--- config.mk ---
export PLATFORM = sky130hd
export DESIGN_NAME = ber_sync_ctrl
export DESIGN_NICKNAME = d
export VERILOG_FILES = /design/src/rtl/ber_sync_ctrl.sv
export SDC_FILE = /design/constraint.sdc
export NUM_CORES = 1
export LEC_CHECK = 0
export ABC_AREA = 1
export BUFFER_PORTS_ARGS = -buffer_cell sky130_fd_sc_hd__buf_2
export CORE_ASPECT_RATIO = 2
export CORE_UTILIZATION = 51
export DETAILED_ROUTE_END_ITERATION = 16
export PLACE_DENSITY = 0.77
export RECOVER_POWER = 100
export SYNTH_ARGS = -nofsm -noshare
export SYNTH_HDL_FRONTEND = slang
export SYNTH_SLANG_ARGS = --single-unit
--- constraint.sdc ---
create_clock -name clk -period 1.4 [get_ports clk]
set_input_delay 0.14 -clock clk [delete_from_list [all_inputs] [get_ports clk]]
set_output_delay 0.14 -clock clk [all_outputs]
set_load 0.02 [all_outputs]
--- src/rtl/ber_sync_ctrl.sv ---
// Candidate-latency sweep sequencer for the BER counter: registered outputs, one-clk update latency, advances only on i_ctrl.
// Optional LOS-driven resync from COUNT back to SYNC is compiled in with `BER_AUTO_RESYNC_EN.
module ber_sync_ctrl #(
   parameter int PRBS_MAX_CYCLES = 511,
   parameter int WINDOW_LEN      = 1023,
   parameter int LOS_LIMIT       = 4096
) (
   input  logic                               clk,
   input  logic                               i_reset,
   input  logic                               i_ctrl,
   input  logic                               i_start,
   input  logic                               i_ber_ok,
   output logic                               o_synchro_en,
   output logic                               o_prbs_cmp_curr_addr_done,
   output logic                               o_ber_counter_en,
   output logic                               o_ber_clear,
   output logic [$clog2(PRBS_MAX_CYCLES)-1:0] o_cand_idx,
   output logic [1:0]                         o_state
);

   localparam int CW = $clog2(PRBS_MAX_CYCLES);
   localparam int WW = $clog2(WINDOW_LEN + 1);
   localparam logic [CW-1:0] C_LAST = CW'(PRBS_MAX_CYCLES - 1);
   localparam logic [WW-1:0] W_MAX  = WW'(WINDOW_LEN);

   typedef enum logic [1:0] {
      IDLE  = 2'b00,
      SYNC  = 2'b01,
      COUNT = 2'b10
   } state_t;

   state_t          state_q;
   logic [WW-1:0]   w_q;
   logic [CW-1:0]   cand_q;
   logic            done_q;
   logic            clr_q;
   logic            sync_q;
   logic            cnt_q;

`ifdef BER_AUTO_RESYNC_EN
   localparam int LW = $clog2(LOS_LIMIT + 1);
   localparam logic [LW-1:0] L_MAX = LW'(LOS_LIMIT);
   logic [LW-1:0]   los_q;
`else
   logic unused_cfg;
   assign unused_cfg = i_ber_ok ^ (LOS_LIMIT == 0);
`endif

   always_ff @(posedge clk or negedge i_reset) begin
      if (!i_reset) begin
         state_q <= IDLE;
         w_q     <= '0;
         cand_q  <= '0;
         done_q  <= 1'b0;
         clr_q   <= 1'b0;
         sync_q  <= 1'b0;
         cnt_q   <= 1'b0;
`ifdef BER_AUTO_RESYNC_EN
         los_q   <= '0;
`endif
      end else begin
         clr_q <= 1'b0;
         if (!i_start) begin
            // Dropping i_start abandons the sweep; it always restarts from candidate 0.
            state_q <= IDLE;
            w_q     <= '0;
            cand_q  <= '0;
            done_q  <= 1'b0;
            sync_q  <= 1'b0;
            cnt_q   <= 1'b0;
`ifdef BER_AUTO_RESYNC_EN
            los_q   <= '0;
`endif
         end else begin
            case (state_q)
               IDLE: begin
                  state_q <= SYNC;
                  sync_q  <= 1'b1;
                  clr_q   <= 1'b1;
                  w_q     <= '0;
                  cand_q  <= '0;
                  done_q  <= 1'b0;
               end
               SYNC: begin
                  if (i_ctrl) begin
                     if (w_q != W_MAX) begin
                        w_q    <= w_q + WW'(1);
                        done_q <= ((w_q + WW'(1)) == W_MAX);
                     end else begin
                        // The strobe after the done phase closes this candidate's window.
                        w_q    <= '0;
                        done_q <= 1'b0;
                        if (cand_q != C_LAST) begin
                           cand_q <= cand_q + CW'(1);
                        end else begin
                           cand_q  <= '0;
                           state_q <= COUNT;
                           sync_q  <= 1'b0;
                           cnt_q   <= 1'b1;
`ifdef BER_AUTO_RESYNC_EN
                           los_q   <= '0;
`endif
                        end
                     end
                  end
               end
               COUNT: begin
`ifdef BER_AUTO_RESYNC_EN
                  if (i_ctrl) begin
                     if (i_ber_ok) begin
                        los_q <= '0;
                     end else if ((los_q + LW'(1)) == L_MAX) begin
                        state_q <= SYNC;
                        sync_q  <= 1'b1;
                        cnt_q   <= 1'b0;
                        clr_q   <= 1'b1;
                        cand_q  <= '0;
                        w_q     <= '0;
                        done_q  <= 1'b0;
                        los_q   <= '0;
                     end else begin
                        los_q <= los_q + LW'(1);
                     end
                  end
`endif
               end
               default: begin
                  state_q <= IDLE;
                  sync_q  <= 1'b0;
                  cnt_q   <= 1'b0;
               end
            endcase
         end
      end
   end

   assign o_synchro_en              = sync_q;
   assign o_prbs_cmp_curr_addr_done = done_q;
   assign o_ber_counter_en          = cnt_q;
   assign o_ber_clear               = clr_q;
   assign o_cand_idx                = cand_q;
   assign o_state                   = state_q;

endmodule

After elaboration in Yosys (flattened, before gate mapping)
Cells that the tools add are included.
{"block": "totals", "output_inout_bits": 15, "word_cells": 56, "reg_bits": 25}
{"block": "op_classes", "mux": 30, "n_eq_ne": 11, "n_reduce_logical": 6, "n_addsub": 2}
{"op": "$mux 9", "count": 4}
{"op": "$mux 10", "count": 3}
{"op": "$pmux 10 s2", "count": 1}
{"op": "$pmux 9 s2", "count": 1}
{"op": "$mux 1", "count": 13}
{"op": "$add 10x1->10 const B", "count": 1}
{"op": "$eq 10x10->1 const B", "count": 1}
{"op": "$ne 10x10->1 const B", "count": 1}
{"op": "$add 9x1->9 const B", "count": 1}
{"op": "$ne 3x3->1 const B", "count": 3}
{"op": "$ne 9x9->1 const B", "count": 1}
{"op": "$mux 2", "count": 4}
{"op": "$reduce_and 4->1", "count": 2}
{"op": "$pmux 2 s3", "count": 1}
{"op": "$ne 2x2->1 const B", "count": 2}
{"op": "$pmux 1 s2", "count": 2}
{"op": "$ne 3x1->1 const B", "count": 1}
{"op": "$pmux 1 s3", "count": 1}
{"op": "$reduce_and 3->1", "count": 1}
{"op": "$eq 2x1->1 const B", "count": 1}
{"op": "$eq 2x2->1 const B", "count": 1}
{"op": "$logic_not 2->1", "count": 1}
{"op": "$reduce_and 2->1", "count": 1}
{"op": "$reduce_or 2->1", "count": 1}

Depth between registers and ports, before layout
{"block": "logic_depth", "word_depth": 6, "ltp_mapped": 11}

Worst setup path before layout
OpenSTA, ideal clock, no wires.
{"block": "synth_timing", "path_kind": "register to register", "from": "register w_q[0]", "to": "register cand_q[4] (netlist: o_cand_idx[4])", "n_path_buf": 1, "stages_incl_launch_ff": 11, "synth_period_minus_slack_ns": 1.535, "t_arrival_ns": 1.409, "slack_ns": -0.135, "setup_time_ns": 0.126, "required_time_ns": 1.274, "cell_sequence": "dfrtp_1 > ha_1 > nand3_1 > inv_1 > nand3_1 > nand3_2 > nand2_4 > inv_2 > buf_6 > nand2_1 > o21ai_0"}
{"block": "synth_between", "elab_chain_len": 3}
{"item": "start, declared", "line_no": "33", "rtl": "logic [WW-1:0] w_q;"}
{"item": "start signal, assigned", "line_no": "87", "rtl": "w_q <= w_q + WW'(1);"}
{"item": "$ne 10x10->1", "line_no": "86", "rtl": "if (w_q != W_MAX) begin"}
{"item": "$ne 3x3->1 (no line)"}
{"item": "$reduce_and 3->1 (no line)"}
{"item": "end signal, assigned", "line_no": "94", "rtl": "cand_q <= cand_q + CW'(1);"}
{"item": "end, declared", "line_no": "34", "rtl": "logic [CW-1:0] cand_q;"}
Every way passes these cells.
A chain may end at the register's enable or synchronous reset.

Final worst setup path
{"block": "layout_timing", "from": "register w_q[1]", "to": "register done_q (netlist: o_prbs_cmp_curr_addr_done)"}
{"block": "layout_between", "elab_chain_len": 6}
{"item": "$add 10x1->10", "line_no": "88", "rtl": "done_q <= ((w_q + WW'(1)) == W_MAX);"}
{"item": "$eq 10x10->1", "line_no": "88"}
{"item": "$mux 1 (*)", "line_no": "86"}
{"item": "$mux 1 (*)", "line_no": "85", "rtl": "if (i_ctrl) begin"}
{"item": "$pmux 1 s2 (*)", "line_no": "75", "rtl": "case (state_q)"}
{"item": "$mux 1 (*)", "line_no": "63", "rtl": "if (!i_start) begin"}
{"item": "end signal, assigned", "line_no": "88"}
{"item": "end, declared", "line_no": "35", "rtl": "logic done_q;"}
Mark *: on every way between the ends. The rest lies on a longest branch, timed or not. The select of a mux whose other input is x is not followed.

==> metrics.txt <==
Syn Nets=226; Syn-to-layout area delta=33.3%; Setup Skew=0.00179 ns; Tot Pwr=0.00272 W; hpwl dp=2960 um; core area=0.00280 mm^2; CTS H-Tree Depth=1; clk sinks=25; Pre-antenna DRT Iters=4; ant diodes=0; RSZ-0062 raised after global routing=yes; min Tclk post-route=1.42 ns; flop and latch count out of synthesis=25; root buffer cell=clkbuf_8; largest net degree at the start of global routing=26; CTS tree=done; share of cells above drive strength 1=26.9%; initial antenna violation count=0; Hold Path Depth=3; WHS Endpoint=w_q[8]$_DFFE_PN0P_; EDFF count, synth=0; initial core utilization=55.1%; Worst-path clk slew=0.09 ns; status=finished, violations left; Post-synth top cells=nand2_1, inv_1, dfrtp_1, nand3_1, nor2_1; most area-hungry cell type in the Yosys netlist=dfrtp_1; Final Worst Setup Slack=-0.0203 ns; final setup fails=7; Power Density=1320 mW/mm^2; RePlAce Congestion=0.800; Lkg Pwr=0.963 nW; Clock Tree Buf Depth=2; area occupied by registers=633 um^2; vias post-DR=1587; Port-buffer cells=18; WL per Instance=13.5 um; Synth Instances=217; Post-DP Area=0.00190 mm^2; grt ovf=0; reg2reg setup slack=-0.02 ns; initial DRC count=60; min-delay src=i_ctrl; total of max-cap violations=0; die width=40.9 um; crit path DAT=1.64 ns; DRT Wirelength=4060 um; setup TNS=-0.0529 ns; standard-cell rows=27; violated checks=negative setup slack; R2R Path End=o_prbs_cmp_curr_addr_done$_DFFE_PN0P_; Synth top area share=40.5%; FFs w/ async S/R, synth=100%; clock latency at the later pin of the worst-skew pair=0.27 ns; Hold Fails Final Rpt=0; GRT Total Usage=27.2%; number of synthesis warnings=0; DRT antenna net count=0; Register-to-Register Path Depth=11; total CTS buffers=3; peak supply drop=0.000924 V; Post-layout nets=281; die area=0.00327 mm^2; Slew headroom=57.2%; height of the die=79.8 um; worst hold path type=in2reg; critical path fanouts, max=3; synth top area cells=dfrtp_1, nand2_1, nand3_1; CP required=1.62 ns; Critical Path Source Type=flip-flop; post-route cell area=0.00206 mm^2; Final period util=101%; global-route wire length before repair=6150 um; Hold Worst Slack=0.178 ns; Mean Syn Cell Area=7.12 um^2; count leader, synth=nand2_1; I/O pin count=20; synth unique cells=22; vias in the first global route=1513; dominant synthesized flop cell=dfrtp_1; Slew @ Worst Pin=0.642 ns; Setup CP Type=reg2reg; Cell Area, Synth=0.00155 mm^2; # DRC=0; register area share after synthesis=40.5%; FILL cells=228; critical path endpoint category=flip-flop; highest clock rate=0.704 GHz; max-slew violations=0; reg-to-reg startpoint=w_q[1]$_DFFE_PN0P_; multi-input combinational cell area=883 um^2; Avg Vias per Cell=5.29
==> worst max-delay path, cell delays in order, from the launching register on <==
cell and delay (ns):
dfrtp_1 0.43, ha_4 0.18, buf_6 0.12, nand2_4 0.06, nand2_2 0.04, nor2_1 0.09
nand2_1 0.07, nor2_1 0.11, nand2_1 0.07, nor2_1 0.10, nand2_1 0.05, nand2_1 0.05
==> layout by cell type (no fill, tap or decap), types with 4 or more instances in the layout <==
master	netlist	routed
dfrtp_1	25	19
clkbuf_1	0	16
buf_6	2	5
inv_1	26	21
nor2_1	24	23
dfrtp_2	0	6
nand2_1	74	69
o21ai_0	11	9
inv_2	1	4
nand3_1	24	20
nand3_2	1	4
nand4_1	4	4
buf_4	1	27
nand2_2	0	4
==> repair_timing <==
item	in CTS	in global routing
hold buffers	1	0
pin swaps	4	12
buffers inserted	0	4
setup endpoints to repair	11	22
resized for setup	9	21
cloned	0	0
endpoints found under the hold margin	25	0
==> cell families after synthesis <==
logic type      after synthesis  share of synthesized area (%)
simple gates                134                           37.9
buf+inv                      30                           8.50
flops                        25                           40.5
compound gates               20                           7.61
xor+xnor                      4                           2.27
fa+ha+maj                     4                           3.24
==> how the worst max path moves through the flow <==
stage,cells after the start,to,startpoint,slack [ns]
finish,11,o_prbs_cmp_curr_addr_done$_DFFE_PN0P_,w_q[1]$_DFFE_PN0P_,-0.02
global route,9,o_cand_idx[2]$_DFFE_PN0P_,w_q[1]$_DFFE_PN0P_,-0.13
CTS,11,o_prbs_cmp_curr_addr_done$_DFFE_PN0P_,w_q[0]$_DFFE_PN0P_,-0.04
detailed placement,11,o_prbs_cmp_curr_addr_done$_DFFE_PN0P_,w_q[0]$_DFFE_PN0P_,-0.03
global placement,11,o_prbs_cmp_curr_addr_done$_DFFE_PN0P_,w_q[0]$_DFFE_PN0P_,-0.02
floorplan,10,o_cand_idx[4]$_DFFE_PN0P_,w_q[0]$_DFFE_PN0P_,-0.003
==> report_power, final <==
part	internal, W	leakage [nW]	total [W]	switching (W)
Sequential	0.000829	0.331	0.000916	0.0000866
Combinational	0.000549	0.609	0.00137	0.000817
Clock	0.000204	0.0228	0.000437	0.000233
Total	0.00158	0.963	0.00272	0.00114
==> flip-flops by register name, summed over array words and instances, names as in the netlist <==
register	count
o_cand_idx	9
o_prbs_cmp_curr_addr_done	1
o_ber_clear	1
o_ber_counter_en	1
o_synchro_en	1
o_state	2
w_q	10
==> cell type report <==
class | instances | share of cell area [%]
multi-input cells | 162 | 42.9
flip-flops and latches | 25 | 30.7
repair buffers | 53 | 17.1
inverters | 27 | 5.29
clock buffers | 4 | 2.19
well taps | 29 | 1.76
==> metal layers <==
layer  global-route usage, %  share of wire [%]  routed length [um]  vias to the layer above
li1                        -                  -                   -                      794
met1                    25.5                 35                1440                      738
met2                    50.0                 59                2400                       42
met3                    2.23                2.2                  88                       13
met4                    15.3                3.4                 138                        0
met5                       0                  0                   0                        -
==> stage by stage <==
step	std cells	setup slack, ns	utilization [%]
after global placement	291	-0.0226	67.6
after CTS	296	-0.0392	70.2
after global routing	300	-0.134	73.4
after floorplan	217	-0.00314	-
final	300	-0.0203	73.4
after detailed placement	291	-0.0299	67.6
Note: power is estimated with default switching activity, not from simulation.
